<file path="config.mk">
export PLATFORM = sky130hd
export DESIGN_NAME = softmax_result_stream
export DESIGN_NICKNAME = d
export VERILOG_FILES = /design/src/rtl/softmax_pkg.sv /design/src/rtl/softmax_result_stream_sync_fifo.sv /design/src/rtl/softmax_result_stream.sv
export SDC_FILE = /design/constraint.sdc
export NUM_CORES = 1
export LEC_CHECK = 0
export CELL_PAD_IN_SITES_DETAIL_PLACEMENT = 2
export CELL_PAD_IN_SITES_GLOBAL_PLACEMENT = 2
export CORE_MARGIN = 4
export CORE_UTILIZATION = 43
export CTS_BUF_LIST = sky130_fd_sc_hd__clkbuf_16
export DETAILED_ROUTE_END_ITERATION = 16
export PLACE_DENSITY_LB_ADDON = 0.1
export SLEW_MARGIN = 5
export SYNTH_ARGS = -nofsm -noshare
export SYNTH_HDL_FRONTEND = slang
export SYNTH_SLANG_ARGS = --single-unit
</file>
<file path="constraint.sdc">
create_clock -name clk -period 5.6 [get_ports clk]
set_input_delay 1.12 -clock clk [delete_from_list [all_inputs] [get_ports clk]]
set_output_delay 1.12 -clock clk [all_outputs]
set_load 0.05 [all_outputs]
</file>
<file path="src/rtl/softmax_pkg.sv">
// Shared types and helpers for the softmax result streaming stage.
package softmax_pkg;
  localparam int PROB_W_DEF    = 16;
  localparam int ID_W_DEF      = 8;
  localparam int FRAME_LEN_DEF = 4800;
  localparam int WORD_W        = 32;
  localparam int CNT_W         = 16;

  typedef enum logic [1:0] {IDLE, RUN, DONE} state_t;

  function automatic logic [WORD_W-1:0] pack_result(input logic [PROB_W_DEF-1:0] prob,
                                                    input logic [ID_W_DEF-1:0]   id);
    return {{(WORD_W-PROB_W_DEF-ID_W_DEF){1'b0}}, id, prob};
  endfunction
endpackage

</file>
<file path="src/rtl/softmax_result_stream_sync_fifo.sv">
// Single-clock FIFO with synchronous flush; a push into a full FIFO is
// accepted when a pop happens in the same cycle.
module sync_fifo #(
  parameter int WIDTH = 32,
  parameter int DEPTH = 16
) (
  input  logic             clk,
  input  logic             rstn,
  input  logic             i_flush,
  input  logic             i_push,
  input  logic             i_pop,
  input  logic [WIDTH-1:0] i_din,
  output logic [WIDTH-1:0] o_dout,
  output logic             o_full,
  output logic             o_empty
);
  localparam int AW = $clog2(DEPTH);

  logic [WIDTH-1:0] r_mem [DEPTH];
  logic [AW:0]      r_wr_ptr;
  logic [AW:0]      r_rd_ptr;
  logic             w_push_ok;
  logic             w_pop_ok;

  assign o_empty   = (r_wr_ptr == r_rd_ptr);
  assign o_full    = (r_wr_ptr[AW] != r_rd_ptr[AW]) &&
                     (r_wr_ptr[AW-1:0] == r_rd_ptr[AW-1:0]);
  assign w_pop_ok  = i_pop && !o_empty;
  assign w_push_ok = i_push && (!o_full || w_pop_ok);
  assign o_dout    = r_mem[r_rd_ptr[AW-1:0]];

  always_ff @(posedge clk) begin
    if (!rstn || i_flush) begin
      r_wr_ptr <= '0;
      r_rd_ptr <= '0;
    end else begin
      if (w_push_ok) r_wr_ptr <= r_wr_ptr + 1'b1;
      if (w_pop_ok)  r_rd_ptr <= r_rd_ptr + 1'b1;
    end
  end

  always_ff @(posedge clk) begin
    if (w_push_ok && !i_flush) r_mem[r_wr_ptr[AW-1:0]] <= i_din;
  end
endmodule

</file>
<file path="src/rtl/softmax_result_stream.sv">
// Buffers non-stallable softmax results and streams them as 32-bit AXI4-Stream beats.
// Define SOFTMAX_RS_CKSUM_EN to append an XOR checksum beat carrying tlast.
module softmax_result_stream
  import softmax_pkg::*;
#(
  parameter int FRAME_LEN  = FRAME_LEN_DEF,
  parameter int FIFO_DEPTH = 16,
  parameter int PROB_W     = PROB_W_DEF,
  parameter int ID_W       = ID_W_DEF
) (
  input  logic              clk,
  input  logic              rstn,
  input  logic              frame_start,
  input  logic              in_valid,
  input  logic [PROB_W-1:0] in_prob,
  input  logic [ID_W-1:0]   in_id,
  output logic [31:0]       m_axis_tdata,
  output logic              m_axis_tvalid,
  input  logic              m_axis_tready,
  output logic              m_axis_tlast,
  output logic              frame_done,
  output logic              overflow,
  output logic [15:0]       beat_cnt
);
  localparam logic [CNT_W-1:0] DATA_N    = CNT_W'(FRAME_LEN);
  localparam logic [CNT_W-1:0] LAST_DATA = CNT_W'(FRAME_LEN - 1);
`ifdef SOFTMAX_RS_CKSUM_EN
  localparam logic [CNT_W-1:0] BEATS        = CNT_W'(FRAME_LEN + 1);
  localparam logic             LAST_ON_DATA = 1'b0;
`else
  localparam logic [CNT_W-1:0] BEATS        = CNT_W'(FRAME_LEN);
  localparam logic             LAST_ON_DATA = 1'b1;
`endif

  state_t             r_state;
  logic [WORD_W-1:0]  r_tdata;
  logic               r_tvalid;
  logic               r_tlast;
  logic               r_frame_done;
  logic               r_overflow;
  logic [CNT_W-1:0]   r_beat_cnt;
  logic [CNT_W-1:0]   r_wr_cnt;
  logic [CNT_W-1:0]   r_ld_cnt;

  logic               w_run;
  logic               w_hs;
  logic               w_ld_free;
  logic               w_accept;
  logic               w_push;
  logic               w_pop;
  logic               w_drop;
  logic               w_ld_ck;
  logic               w_full;
  logic               w_empty;
  logic [WORD_W-1:0]  w_din;
  logic [WORD_W-1:0]  w_dout;
  logic [WORD_W-1:0]  w_ck_word;

  assign w_run     = (r_state == RUN) && !frame_start;
  assign w_hs      = r_tvalid && m_axis_tready;
  assign w_ld_free = !r_tvalid || w_hs;
  // r_ld_cnt counts words placed in the output register, so tlast is known at load time.
  assign w_pop     = w_run && w_ld_free && !w_empty && (r_ld_cnt < DATA_N);
  assign w_accept  = w_run && in_valid && (r_wr_cnt < DATA_N);
  assign w_push    = w_accept && (!w_full || w_pop);
  assign w_drop    = w_accept && w_full && !w_pop;
  assign w_din     = pack_result(in_prob, in_id);

`ifdef SOFTMAX_RS_CKSUM_EN
  logic [WORD_W-1:0] r_cksum;

  assign w_ld_ck   = w_run && w_ld_free && (r_ld_cnt == DATA_N);
  assign w_ck_word = r_cksum;

  always_ff @(posedge clk) begin
    if (!rstn || frame_start) r_cksum <= '0;
    else if (w_pop)           r_cksum <= r_cksum ^ w_dout;
  end
`else
  assign w_ld_ck   = 1'b0;
  assign w_ck_word = '0;
`endif

  sync_fifo #(
    .WIDTH (WORD_W),
    .DEPTH (FIFO_DEPTH)
  ) u_fifo (
    .clk     (clk),
    .rstn    (rstn),
    .i_flush (frame_start),
    .i_push  (w_push),
    .i_pop   (w_pop),
    .i_din   (w_din),
    .o_dout  (w_dout),
    .o_full  (w_full),
    .o_empty (w_empty)
  );

  always_ff @(posedge clk) begin
    if (!rstn) begin
      r_state      <= IDLE;
      r_tdata      <= '0;
      r_tvalid     <= 1'b0;
      r_tlast      <= 1'b0;
      r_frame_done <= 1'b0;
      r_overflow   <= 1'b0;
      r_beat_cnt   <= '0;
      r_wr_cnt     <= '0;
      r_ld_cnt     <= '0;
    end else if (frame_start) begin
      r_state      <= RUN;
      r_tdata      <= '0;
      r_tvalid     <= 1'b0;
      r_tlast      <= 1'b0;
      r_frame_done <= 1'b0;
      r_overflow   <= 1'b0;
      r_beat_cnt   <= '0;
      r_wr_cnt     <= '0;
      r_ld_cnt     <= '0;
    end else begin
      r_frame_done <= 1'b0;
      if (w_push) r_wr_cnt   <= r_wr_cnt + 1'b1;
      if (w_drop) r_overflow <= 1'b1;
      if (w_pop) begin
        r_tvalid <= 1'b1;
        r_tdata  <= w_dout;
        r_tlast  <= LAST_ON_DATA && (r_ld_cnt == LAST_DATA);
        r_ld_cnt <= r_ld_cnt + 1'b1;
      end else if (w_ld_ck) begin
        r_tvalid <= 1'b1;
        r_tdata  <= w_ck_word;
        r_tlast  <= 1'b1;
        r_ld_cnt <= r_ld_cnt + 1'b1;
      end else if (w_hs) begin
        r_tvalid <= 1'b0;
        r_tlast  <= 1'b0;
      end
      if (w_hs && (r_beat_cnt != BEATS)) r_beat_cnt <= r_beat_cnt + 1'b1;
      case (r_state)
        RUN: begin
          if (w_hs && r_tlast) begin
            r_state      <= DONE;
            r_frame_done <= 1'b1;
          end
        end
        default: ;
      endcase
    end
  end

  assign m_axis_tdata  = r_tdata;
  assign m_axis_tvalid = r_tvalid;
  assign m_axis_tlast  = r_tlast;
  assign frame_done    = r_frame_done;
  assign overflow      = r_overflow;
  assign beat_cnt      = r_beat_cnt;
endmodule

</file>
======== Yosys cells after proc, flatten, opt, wreduce, memory -nomap -nowiden ========
Memories as Yosys holds them, arrays and structs flattened. A register that Yosys moved wholly into a read port is not among the register bits.
Index checks and enable logic that the tools add are counted.
word-level totals
  memories kept ........................... 1
  word-level logic and storage cells ...... 70
  memory bits (writable) .................. 384
  output and inout port bits .............. 52
  bits in registers ....................... 96
memory list
  memory        depth  width  rd ports  clocked after memory_dff  write ports  line                                   RTL
  u_fifo.r_mem  16     24     1         1                         1            softmax_result_stream_sync_fifo.sv:19  logic [WIDTH-1:0] r_mem [DEPTH];
operators by class
  reductions and logical operators ........ 33
  bitwise gates (word level) .............. 2
  add/subtract/negate cells ............... 5
  muxes and demuxes ....................... 9
  magnitude comparators ................... 2
  equal/unequal tests ..................... 6
operator list
  operator                 count
  $add A16 B1 Y16 const B  3
  $lt A16 B13 Y1 const B   2
  $eq A16 B13 Y1 const B   1
  $logic_and A1 B1 Y1      16
  $ne A16 B13 Y1 const B   1
  $add A5 B1 Y5 const B    2
  $mux W1                  9
  $logic_not A1 Y1         6
  $reduce_bool A2 Y1       3
  $eq A5 B5 Y1             1
  $eq A4 B4 Y1             1
  $logic_or A1 B1 Y1       4
  $reduce_and A2 Y1        2
  $reduce_or A3 Y1         1
  $eq A2 B1 Y1 const B     1
  $not A1 Y1               2
  $reduce_or A2 Y1         1
  $ne A1 B1 Y1             1

======== Depth between registers and ports, before layout ========
Gate-level depths: netlist (run 1).
  word-level depth ........................ 11
  mapped depth ............................ 8

======== By module ========
From an unflattened synthesis (run 1), not the netlist that was laid out.
unflattened totals
  cell total of the unflattened synthesis .. 1231
  area total of the unflattened synthesis .. 23729.0 µm²
by module, submodules not included
  module                 seq. area each (µm²)  area an instance (µm²)  instances  cells each
  sync_fifo              15655.0               20114.3                 1          803
  softmax_result_stream  1721.7                3614.7                  1          428

======== Worst setup path before layout (run 1) ========
Ideal clock, no wire load.
  kind .................................... input port to flip-flop
  from .................................... input frame_start
  to ...................................... memory u_fifo.r_mem[3][0] (netlist name), enable pin
  setup slack ............................. 1151 ps
  path buffers ............................ 1
  stages .................................. 6
  required time ........................... 5165 ps
  library setup time ...................... 435 ps
  arrival time ............................ 4013 ps
  cell sequence ........................... nor3b_1 -> o211ai_1 -> a31oi_4 -> buf_4 -> nand2_1 -> nor3_1
on the way
  word-level cells in the longest chain between the ends .. 11
RTL lines
  item                                                       line                                                                RTL
  start, declared                                            softmax_result_stream.sv:13                                         input logic frame_start,
  $logic_not A1 Y1 (*)                                       softmax_result_stream_sync_fifo.sv:43, softmax_result_stream.sv:59
  $logic_and A1 B1 Y1                                        softmax_result_stream.sv:59                                         assign w_run = (r_state == RUN) && !frame_start;
  $logic_and A1 B1 Y1 (3 in series)                          softmax_result_stream.sv:63                                         assign w_pop = w_run && w_ld_free && !w_empty && (r_ld_cnt < DATA_N);
  $logic_or A1 B1 Y1 or $logic_and A1 B1 Y1 (tied branches)  softmax_result_stream.sv:65, softmax_result_stream_sync_fifo.sv:28
  $logic_and A1 B1 Y1 or $logic_or A1 B1 Y1 (tied branches)  softmax_result_stream.sv:65, softmax_result_stream_sync_fifo.sv:29
  $logic_and A1 B1 Y1                                        softmax_result_stream_sync_fifo.sv:29                               assign w_push_ok = i_push && (!o_full || w_pop_ok);
  $logic_and A1 B1 Y1 (*)                                    softmax_result_stream_sync_fifo.sv:43                               if (w_push_ok && !i_flush) r_mem[r_wr_ptr[AW-1:0]] <= i_din;
  $mux W1 (*)                                                softmax_result_stream_sync_fifo.sv:43
  $mux W1 (not written as such) (*)                          softmax_result_stream_sync_fifo.sv:43
  end, declared                                              softmax_result_stream_sync_fifo.sv:19
Mark *: on every way between the ends. The rest lies on a longest branch, timed or not.

======== Worst setup path in the final report (run 1) ========
  from .................................... input frame_start
  to ...................................... memory u_fifo.r_mem[0][15] (netlist name), enable pin
The elaborated chain is that of the path after synthesis.

==> results.md, run 1 <==
- Share of cells above drive strength 1: 20.2%
- Number of setup violations in the final report: 0
- Clock skew: 0.0247 ns
- Cts bufs inserted: 51
- Stages on worst setup path: 6
- Die width: 217 um
- CORE AREA: 43100 um2
- TritonCTS clock tree: done
- Largest cells by area after synthesis: edfxtp_1 (61%), dfxtp_1 (9.4%), mux2_2 (5.8%)
- Critical path type: in2reg
- Crit path cell chain: clkdlybuf4s50_1 -> nor3b_1 -> o211ai_1 -> a31oi_4 -> and3_1 -> buf_12
- Most common library cells after synthesis: edfxtp_1 (384), mux2_2 (96), dfxtp_1 (88)
- Complex-gate fraction of the synthesized area: 5.71%
- DP Wirelength: 29600 um
- Hold Buf Count CTS: 0
- Setup crit end kind: flip-flop
- P&R area growth vs syn: 15.6%
- Startpoint types: input pin
- Gate Count Post-Synth: 1152
- Crit path largest cell delay: 0.70 ns
- Slowest CP cell: and3_1
- All-Layer GR Usage: 21.1%
- I/O Pins: 81
- Final Power: 7.11 mW
- Crit share post-route: 70.3%
- Fin. Hold Viols: 0
- Drt total wl: 49400 um
- Req. time, crit path: 5.88 ns
- Yosys reg bits: 472
- Most frequent cell after synthesis: edfxtp_1
- Syn Std Cell Area: 18800 um2
- Setup_tns: 0 ns
- DRC errors left: 0
- Total number of yosys warnings: 0
- Crit-path leading delay family: simple AND/OR/NAND/NOR gates
- Slew margin rel.: 31.1%
- Max Cap Viol: 0
- Largest net degree at the start of global routing: 63
- Routed wire per std cell: 26.5 um
- Post-synth ARST share: 0%
- Hold Path Stages: 1
- XOR/XNOR share of the synthesized area: 1.44%
- Final Critical Period: 3.94 ns
- Iter 0 DRT Violations: 685
- RSZ-0062 raised after global routing: false
- Largest family of logic cells by synthesized area: multiplexers
- Global-route wire length before repair: 75400 um
- Simple-Gate Fraction of Synth Area: 7.37%
- Status: finished clean
- Yosys top cell by area: edfxtp_1
- CP Buf/Inv Count: 2
- Synth Flop Type: edfxtp_1
- Die Ht: 217 um
- Worst Tran Pin Value: 1.03 ns
- Detailed Routing Iterations Pass 1: 5
- Clock Tree Buf Depth: 3
- FMAX: 0.254 GHz
- Share of the yosys chip area belonging to registers: 70.8%
- Setup Buffers After CTS: 0
- Maximum vdd drop: 310 uV
- Crit path DAT: 4.22 ns
- Antenna diode count: 0
- Vias per std cell: 5.70
- Root buffer cell: clkbuf_16
- Placer Congestion: 0.768
- Hold slack: 0.461 ns
- Post-synth EDFFs: 384
- Grt ovf: 0
- Antenna viol nets, final: 0
- Antenna violations before repair: 0
- Input/output buffers: 72
- Pins over their slew limit: 0
- Cell Rows: 76
- Syn Area/Cell: 16.3 um2
- Starting Density: 43.6%
- Synth cell types: 59
- Filler instances: 3946
- Clock sinks: 472
- Post-synthesis mux area share: 11.7%
- Leak: 6.82 nW
- PD cells: 327 nW/um2
- R2R depth: 6
- Worst skew pair latency: 0.59 ns
- H-Tree Level Count: 2
- Final nets: 1277
- Worst Path Max Fanout: 19
- Number of global-route vias before repair: 11876
- Worst hold-check path type: reg2reg
- Yosys top cell area share: 61.4%
- Total number of vias: 10609
- Post-CTS sizing: 0
- Die area: 47100 um2
- Clk slew on worst S/H paths: 0.06 ns
- Area share of fa/ha/maj cells after synthesis: 0.600%
-- routing by layer --
| layer | up-vias | part of all wire, % | global-route usage, % |
|---|---|---|---|
| met3 | 67 | 3.4 | 2.78 |
| met4 | 0 | 2.2 | 5.58 |
| met5 | - | 0 | 0 |
| met1 | 5658 | 42 | 27.0 |
| met2 | 188 | 52 | 38.1 |
| li1 | 4696 | - | - |
-- final cells by class --
type                            count  area [um2]  share of cell area [%]
Clock buffer                       51        1280                    5.88
Sequential cell                   472       13300                    61.3
Inverter                           10        37.5                   0.173
Timing Repair Buffer              104         973                    4.49
Tap cell                          585         732                    3.37
Clock inverter                     40         279                    1.29
Multi-Input combinational cell    600        5100                    23.5
-- kinds of logic (layout without fill, tap and decap cells) --
group | count (synthesis) | count (layout)
and+or+nand+nor | 250 | 250
AOI/OAI and AO/OA | 156 | 156
xor gates and xnor gates | 30 | 30
adders and majority gates | 9 | 9
DFF | 472 | 472
buffers and inverters | 87 | 205
other | 1 | 8
muxes | 147 | 147
-- path summary, 6_finish.rpt --
| check | startpoint | to | slack [ns] |
|---|---|---|---|
| min | r_ld_cnt[15] | r_ld_cnt[15] | 0.46 |
| max | frame_start | u_fifo.r_mem[0][15] | 1.66 |
| max reg2reg | u_fifo.r_rd_ptr[1] | r_ld_cnt[12] | 2.29 |
| min reg2reg | r_ld_cnt[15] | r_ld_cnt[15] | 0.46 |
-- registers in the layout (all words and copies together) (netlist names) --
| signal | count |
|---|---|
| u_fifo.r_mem | 384 |
| overflow | 1 |
| r_wr_cnt | 16 |
| r_ld_cnt | 16 |
| u_fifo.r_rd_ptr | 5 |
| r_state | 2 |
| u_fifo.r_wr_ptr | 5 |
| m_axis_tvalid | 1 |
| m_axis_tdata | 24 |
| beat_cnt | 16 |
| frame_done | 1 |
| m_axis_tlast | 1 |
-- layout by cell type, fill, tap and decap left out, types with 3 or more instances in the layout --
cell / netlist / routed
a2111oi_0: 3 / 3
a211oi_1: 25 / 25
a21oi_1: 43 / 43
a31o_1: 3 / 3
a31o_2: 4 / 4
and2_1: 12 / 12
and3_1: 20 / 19
and4_1: 4 / 4
buf_4: 14 / 31
bufinv_16: 0 / 4
clkbuf_16: 0 / 51
clkdlybuf4s50_1: 0 / 72
clkinv_1: 0 / 12
clkinv_2: 0 / 3
clkinvlp_4: 0 / 4
conb_1: 1 / 8
dfxtp_1: 88 / 84
edfxtp_1: 384 / 384
ha_1: 9 / 9
inv_1: 10 / 26
mux2_2: 96 / 96
mux2i_1: 3 / 3
mux4_2: 48 / 48
nand2_1: 53 / 53
nand2b_1: 6 / 5
nand3_1: 17 / 17
nand4_1: 21 / 21
nor2_1: 36 / 36
nor2b_1: 28 / 27
nor3_1: 7 / 6
nor4_1: 3 / 3
nor4b_1: 3 / 3
o211ai_1: 5 / 5
o22ai_1: 48 / 48
o31ai_1: 5 / 5
or4_1: 30 / 30
xnor2_1: 15 / 15
xor2_1: 14 / 14
-- report_power, final --
group	switching (mW)	internal (mW)
logic	0.0915	0.0335
clock network	1.36	1.83
registers	0.00264	3.79
-- stage by stage --
stage	worst slack (ns)	std cells	area (um2)	utilization, %
4_1_cts	1.59	1862	21700	50.4
3_5_place_dp	0.989	1771	20100	46.8
5_1_grt	1.44	1862	21700	50.4
3_3_place_gp	1.12	1771	20100	46.8
6_report	1.66	1862	21700	50.4
2_1_floorplan	1.15	1159	18800	-
(Power assumes the default switching activity.)
==> run 2: changes to the inputs <==
==> constraint.sdc (replaced) <==
create_clock -name clk -period 3.7 [get_ports clk]
set_input_delay 0.74 -clock clk [delete_from_list [all_inputs] [get_ports clk]]
set_output_delay 0.74 -clock clk [all_outputs]
set_load 0.05 [all_outputs]
==> run 2 against run 1 <==
  * Critical path depth is 2 higher
  * Core utilization is 0.71 points higher
  * Clock skew rose by 0.0044 ns
  * Largest cell class unchanged
  * Non-clock buffer count increased by 19
  * Sequential power up 51%
  * Die area is the same
  * Global-route usage rose by 1.4 points
  * Largest power group unchanged
  * First-iteration DRC count rose by 19%
  * Flip-flop and latch count is the same
  * Design area rose by 1.4%
==> results.md, run 2 (same netlist as run 1, synthesis figures left out) <==
- Clock sinks: 472
- Grt ovf: 0
- Global-route wire length before repair: 79200 um
- Total number of vias: 10918
- Cts bufs inserted: 52
- All-Layer GR Usage: 22.5%
- Hold Buf Count CTS: 0
- Crit path DAT: 3.14 ns
- Worst hold-check path type: reg2reg
- Hold slack: 0.456 ns
- Crit path largest cell delay: 0.53 ns
- Starting Density: 43.6%
- Fin. Hold Viols: 0
- Max FFs per register: 384
- Worst Path Max Fanout: 24
- P&R area growth vs syn: 17.2%
- H-Tree Level Count: 2
- Setup_tns: 0 ns
- Crit share post-route: 77.7%
- CP Buf/Inv Count: 3
- Antenna diode count: 0
- Cell area after layout: 22000 um2
- TritonCTS clock tree: done
- Clock skew: 0.0291 ns
- Final Critical Period: 2.87 ns
- Reg2reg start: r_wr_cnt[8]
- Most common cell after layout, fill and taps aside: edfxtp_1
- Cell Area, Placed: 20400 um2
- Largest net degree at the start of global routing: 56
- Worst hold start: r_wr_cnt[14]
- Routed wire per std cell: 28.1 um
- Slowest CP cell: a31oi_4
- Req. time, crit path: 3.97 ns
- Most frequent cells in the layout: edfxtp_1 (384), mux2_2 (96), dfxtp_1 (84), clkdlybuf4s50_1 (72)
- I/O Pins: 81
- Status: finished clean
- Die area: 47100 um2
- Slew margin rel.: 41.0%
- Crit-path leading delay family: buffers and inverters
- Root buffer cell: clkbuf_16
- Crit path cell chain: clkdlybuf4s50_1 -> nor3b_1 -> buf_4 -> o2111ai_2 -> a31oi_4 -> nand2_1 -> nor3_4 -> buf_12
- Filler instances: 3935
- Critical path type: in2reg
- Number of setup violations in the final report: 0
- DRC errors left: 0
- Maximum vdd drop: 350 uV
- Cell Rows: 76
- Inst Count DP: 1790
- CORE AREA: 43100 um2
- Final nets: 1297
- Setup Buffers After CTS: 0
- Antenna viol nets, final: 0
- Input/output buffers: 72
- RSZ-0062 raised after global routing: false
- Setup crit end kind: flip-flop
- Worst skew pair latency: 0.60 ns
- Drt total wl: 53000 um
- Startpoint types: input pin
- Max Cap Viol: 0
- Placer Congestion: 0.732
- Detailed Routing Iterations Pass 1: 8
- FMAX: 0.348 GHz
- Worst Tran Pin Value: 0.883 ns
- Post-Layout Cell Count: 1887
- Number of global-route vias before repair: 12150
- Leak: 6.99 nW
- Die width: 217 um
- Pins over their slew limit: 0
- Vias per std cell: 5.79
- PD cells: 497 nW/um2
- Antenna violations before repair: 1
- DP Wirelength: 32700 um
- Die Ht: 217 um
- Share of cells above drive strength 1: 21.9%
- Clk slew on worst S/H paths: 0.06 ns
- Iter 0 DRT Violations: 817
- Clock Tree Buf Depth: 3
- Post-CTS sizing: 0
- Crit path launch: frame_start
run 2: cell types whose count changed in the layout (fill, tap and decap cells not counted), sizes merged:
cell,before,now
clkbuf,51,53
inv,27,26
clkinv,15,22
clkinvlp,4,2
buf,32,51
run 2: per-stage QoR:
step                utilization, %  setup slack (ns)  power [mW]
floorplan                        -             0.345        5.93
global placement              47.3             0.336        6.05
detailed placement            47.3             0.238        6.06
CTS                           51.1             0.816        11.1
global route                  51.1             0.719        11.3
finish                        51.1             0.827        10.9
run 2: layout make-up:
class / instances / area (um2) / area share [%]
clock buffers: 53 / 1330 / 6.03
flip-flops and latches: 472 / 13300 / 60.4
repair buffers: 123 / 1200 / 5.47
well taps: 585 / 732 / 3.33
multi-input cells: 600 / 5100 / 23.2
inverters: 10 / 37.5 / 0.171
clock inverters: 44 / 300 / 1.36
run 2: layer usage:
layer  vias up  part of all wire (%)  GRT usage [%]
li1       4745                     -              -
met1      5828                    42           29.0
met2       277                    52           40.4
met3        68                   4.2           3.34
met4         0                   1.9           5.45
met5         -                     0              0
run 2: power by group:
part           switching [mW]  total, mW  leakage (nW)  internal [mW]
Clock                    2.13       4.99         0.850           2.86
Sequential            0.00411       5.75          4.16           5.74
Combinational           0.149      0.201          1.97         0.0523
run 2: path summary, 6_finish.rpt:
path                                            end  cells after the start  slack, ns
worst max-delay path            u_fifo.r_mem[3][21]                      8       0.83
worst max register to register  u_fifo.r_mem[3][21]                      6       0.92
worst min register to register         r_wr_cnt[14]                      1       0.46
worst min-delay path                   r_wr_cnt[14]                      1       0.46
==> run 3: changes to the inputs <==
==> constraint.sdc (replaced) <==
create_clock -name clk -period 3 [get_ports clk]
set_input_delay 0.6 -clock clk [delete_from_list [all_inputs] [get_ports clk]]
set_output_delay 0.6 -clock clk [all_outputs]
set_load 0.05 [all_outputs]
==> run 3 against run 2 <==
  * Worst setup slack worse by 0.39 ns
  * Sequential power up 23%
  * Hold slack better by 0.0045 ns
  * Largest power group unchanged
  * Wire length up 1.1%
  * First-iteration DRC count down 1.5%
==> results.md, run 3 (same netlist as run 1, synthesis figures left out) <==
- Status: finished clean
- Placer Congestion: 0.776
- Place WS: 0.00547 ns
- DP Wirelength: 33200 um
- Vias per std cell: 5.75
- Setup Buffers After CTS: 0
- All-Layer GR Usage: 22.8%
- Cts bufs inserted: 50
- Hold Path Stages: 2
- Most common cell after layout, fill and taps aside: edfxtp_1
- PD cells: 586 nW/um2
- Root buffer cell: clkbuf_16
- Number of global-route vias before repair: 11937
- RSZ-0062 raised after global routing: false
- Critical path type: reg2reg
- Hold path endpoint: m_axis_tdata[22]
- Fin. Hold Viols: 0
- FMAX: 0.389 GHz
- FF-to-FF End: m_axis_tdata[10]
- Global-route wire length before repair: 80100 um
- CORE AREA: 43100 um2
- Hold slack: 0.461 ns
- Worst hold start: m_axis_tdata[22]
- R2R depth: 6
- Antenna viol nets, final: 0
- Worst hold-check path type: reg2reg
- Iter 0 DRT Violations: 805
- Max Cap Viol: 0
- Maximum vdd drop: 482 uV
- Leak: 7.06 nW
- Post-Layout Cell Count: 1901
- Cell Rows: 76
- Worst skew pair latency: 0.60 ns
- Clock skew: 0.0217 ns
- Total number of vias: 10938
- DRC errors left: 0
- Final WS setup: 0.432 ns
- Most frequent cells in the layout: edfxtp_1 (384), mux2_2 (96), dfxtp_1 (85), clkdlybuf4s50_1 (72), nand2_1 (53)
- Share of cells above drive strength 1: 21.8%
- Worst Tran Pin Value: 0.949 ns
- Pins over their slew limit: 0
- Detailed Routing Iterations Pass 1: 5
- Reg2reg start: u_fifo.r_rd_ptr[1]
- Final Critical Period: 2.57 ns
- Clock Tree Buf Depth: 3
- Clk slew on worst S/H paths: 0.06 ns
- Routed wire per std cell: 28.2 um
- Slew margin rel.: 36.5%
- Cell area after layout: 22200 um2
- Grt ovf: 0
- Req. time, crit path: 3.45 ns
- Starting Density: 43.6%
- Inst Count DP: 1807
- Cell Area, Placed: 20700 um2
- Die width: 217 um
- Antenna violations before repair: 4
- TritonCTS clock tree: done
- Slowest CP cell: dfxtp_4
- Input/output buffers: 72
- P&R area growth vs syn: 18.1%
- Die area: 47100 um2
- Final nets: 1312
- Crit path cell chain: buf_12 -> mux4_2 -> nor2b_1 -> a211oi_1 -> or4_1 -> a21oi_1
- Post-CTS sizing: 0
- FF-to-FF setup slack: 0.43 ns
- Max FFs per register: 384
- Worst Path Max Fanout: 36
- Crit path largest cell delay: 0.68 ns
- Setup_tns: 0 ns
- Number of setup violations in the final report: 0
- Hold Buf Count CTS: 0
- Setup crit end kind: flip-flop
- Clock sinks: 472
- Crit path DAT: 3.01 ns
- H-Tree Level Count: 2
- Die Ht: 217 um
- Largest net degree at the start of global routing: 49
- Crit share post-route: 85.6%
- Startpoint types: flip-flop
- Drt total wl: 53600 um
- I/O Pins: 81
==> run 3: area by class of cell <==
cell class | count | area [um2]
clock buffers | 50 | 1250
flip-flops and latches | 472 | 13300
diodes | 1 | 2.50
clock inverters | 43 | 215
fillers | 3868 | 20900
repair buffers | 140 | 1530
inverters | 10 | 37.5
multi-input cells | 600 | 5100
well taps | 585 | 732
==> run 3: worst max path at each step <==
stage / start / endpoint / slack, ns / cells after the start
2_1_floorplan: frame_start / u_fifo.r_mem[15][0] / 0.11 / 3
3_3_place_gp: in_valid / u_fifo.r_mem[1][14] / 0.09 / 7
3_5_place_dp: in_valid / u_fifo.r_mem[1][14] / 0.005 / 7
4_1_cts: beat_cnt[2] / beat_cnt[2] / 0.37 / 1
5_1_grt: u_fifo.r_rd_ptr[1] / u_fifo.r_mem[0][5] / 0.31 / 6
6_report: u_fifo.r_rd_ptr[1] / m_axis_tdata[10] / 0.43 / 6
==> run 3: worst max-delay path: cells and delay by family, from the launching register on <==
family	cells	cell delay [ns]
AO/OA/AOI/OAI	2	0.69
flip-flops	1	0.68
multiplexers	1	0.33
AND/OR/NAND/NOR	2	0.38
buffers and inverters	1	0.31
==> run 3: per-layer routing <==
| layer | vias to the layer above | share of wire [%] | track usage [%] | routed length (um) |
|---|---|---|---|---|
| met4 | 4 | 2.6 | 6.87 | 1390 |
| met5 | - | 0.050 | 0 | 27 |
| li1 | 4789 | - | - | - |
| met3 | 94 | 4.3 | 3.90 | 2290 |
| met2 | 258 | 51 | 39.1 | 27100 |
| met1 | 5793 | 43 | 30.0 | 22800 |
==> run 3: power breakdown <==
group | switching (mW) | internal, mW | leakage [nW]
registers | 0.00506 | 7.08 | 4.16
logic | 0.205 | 0.0733 | 2.10
clock network | 2.54 | 3.10 | 0.803
==> run 3: stage by stage <==
step,util [%],total power [mW]
after floorplan,-,7.32
after global placement,48.1,7.49
after detailed placement,48.1,7.51
after CTS,51.5,13.2
after global routing,51.5,13.5
final,51.5,13.0
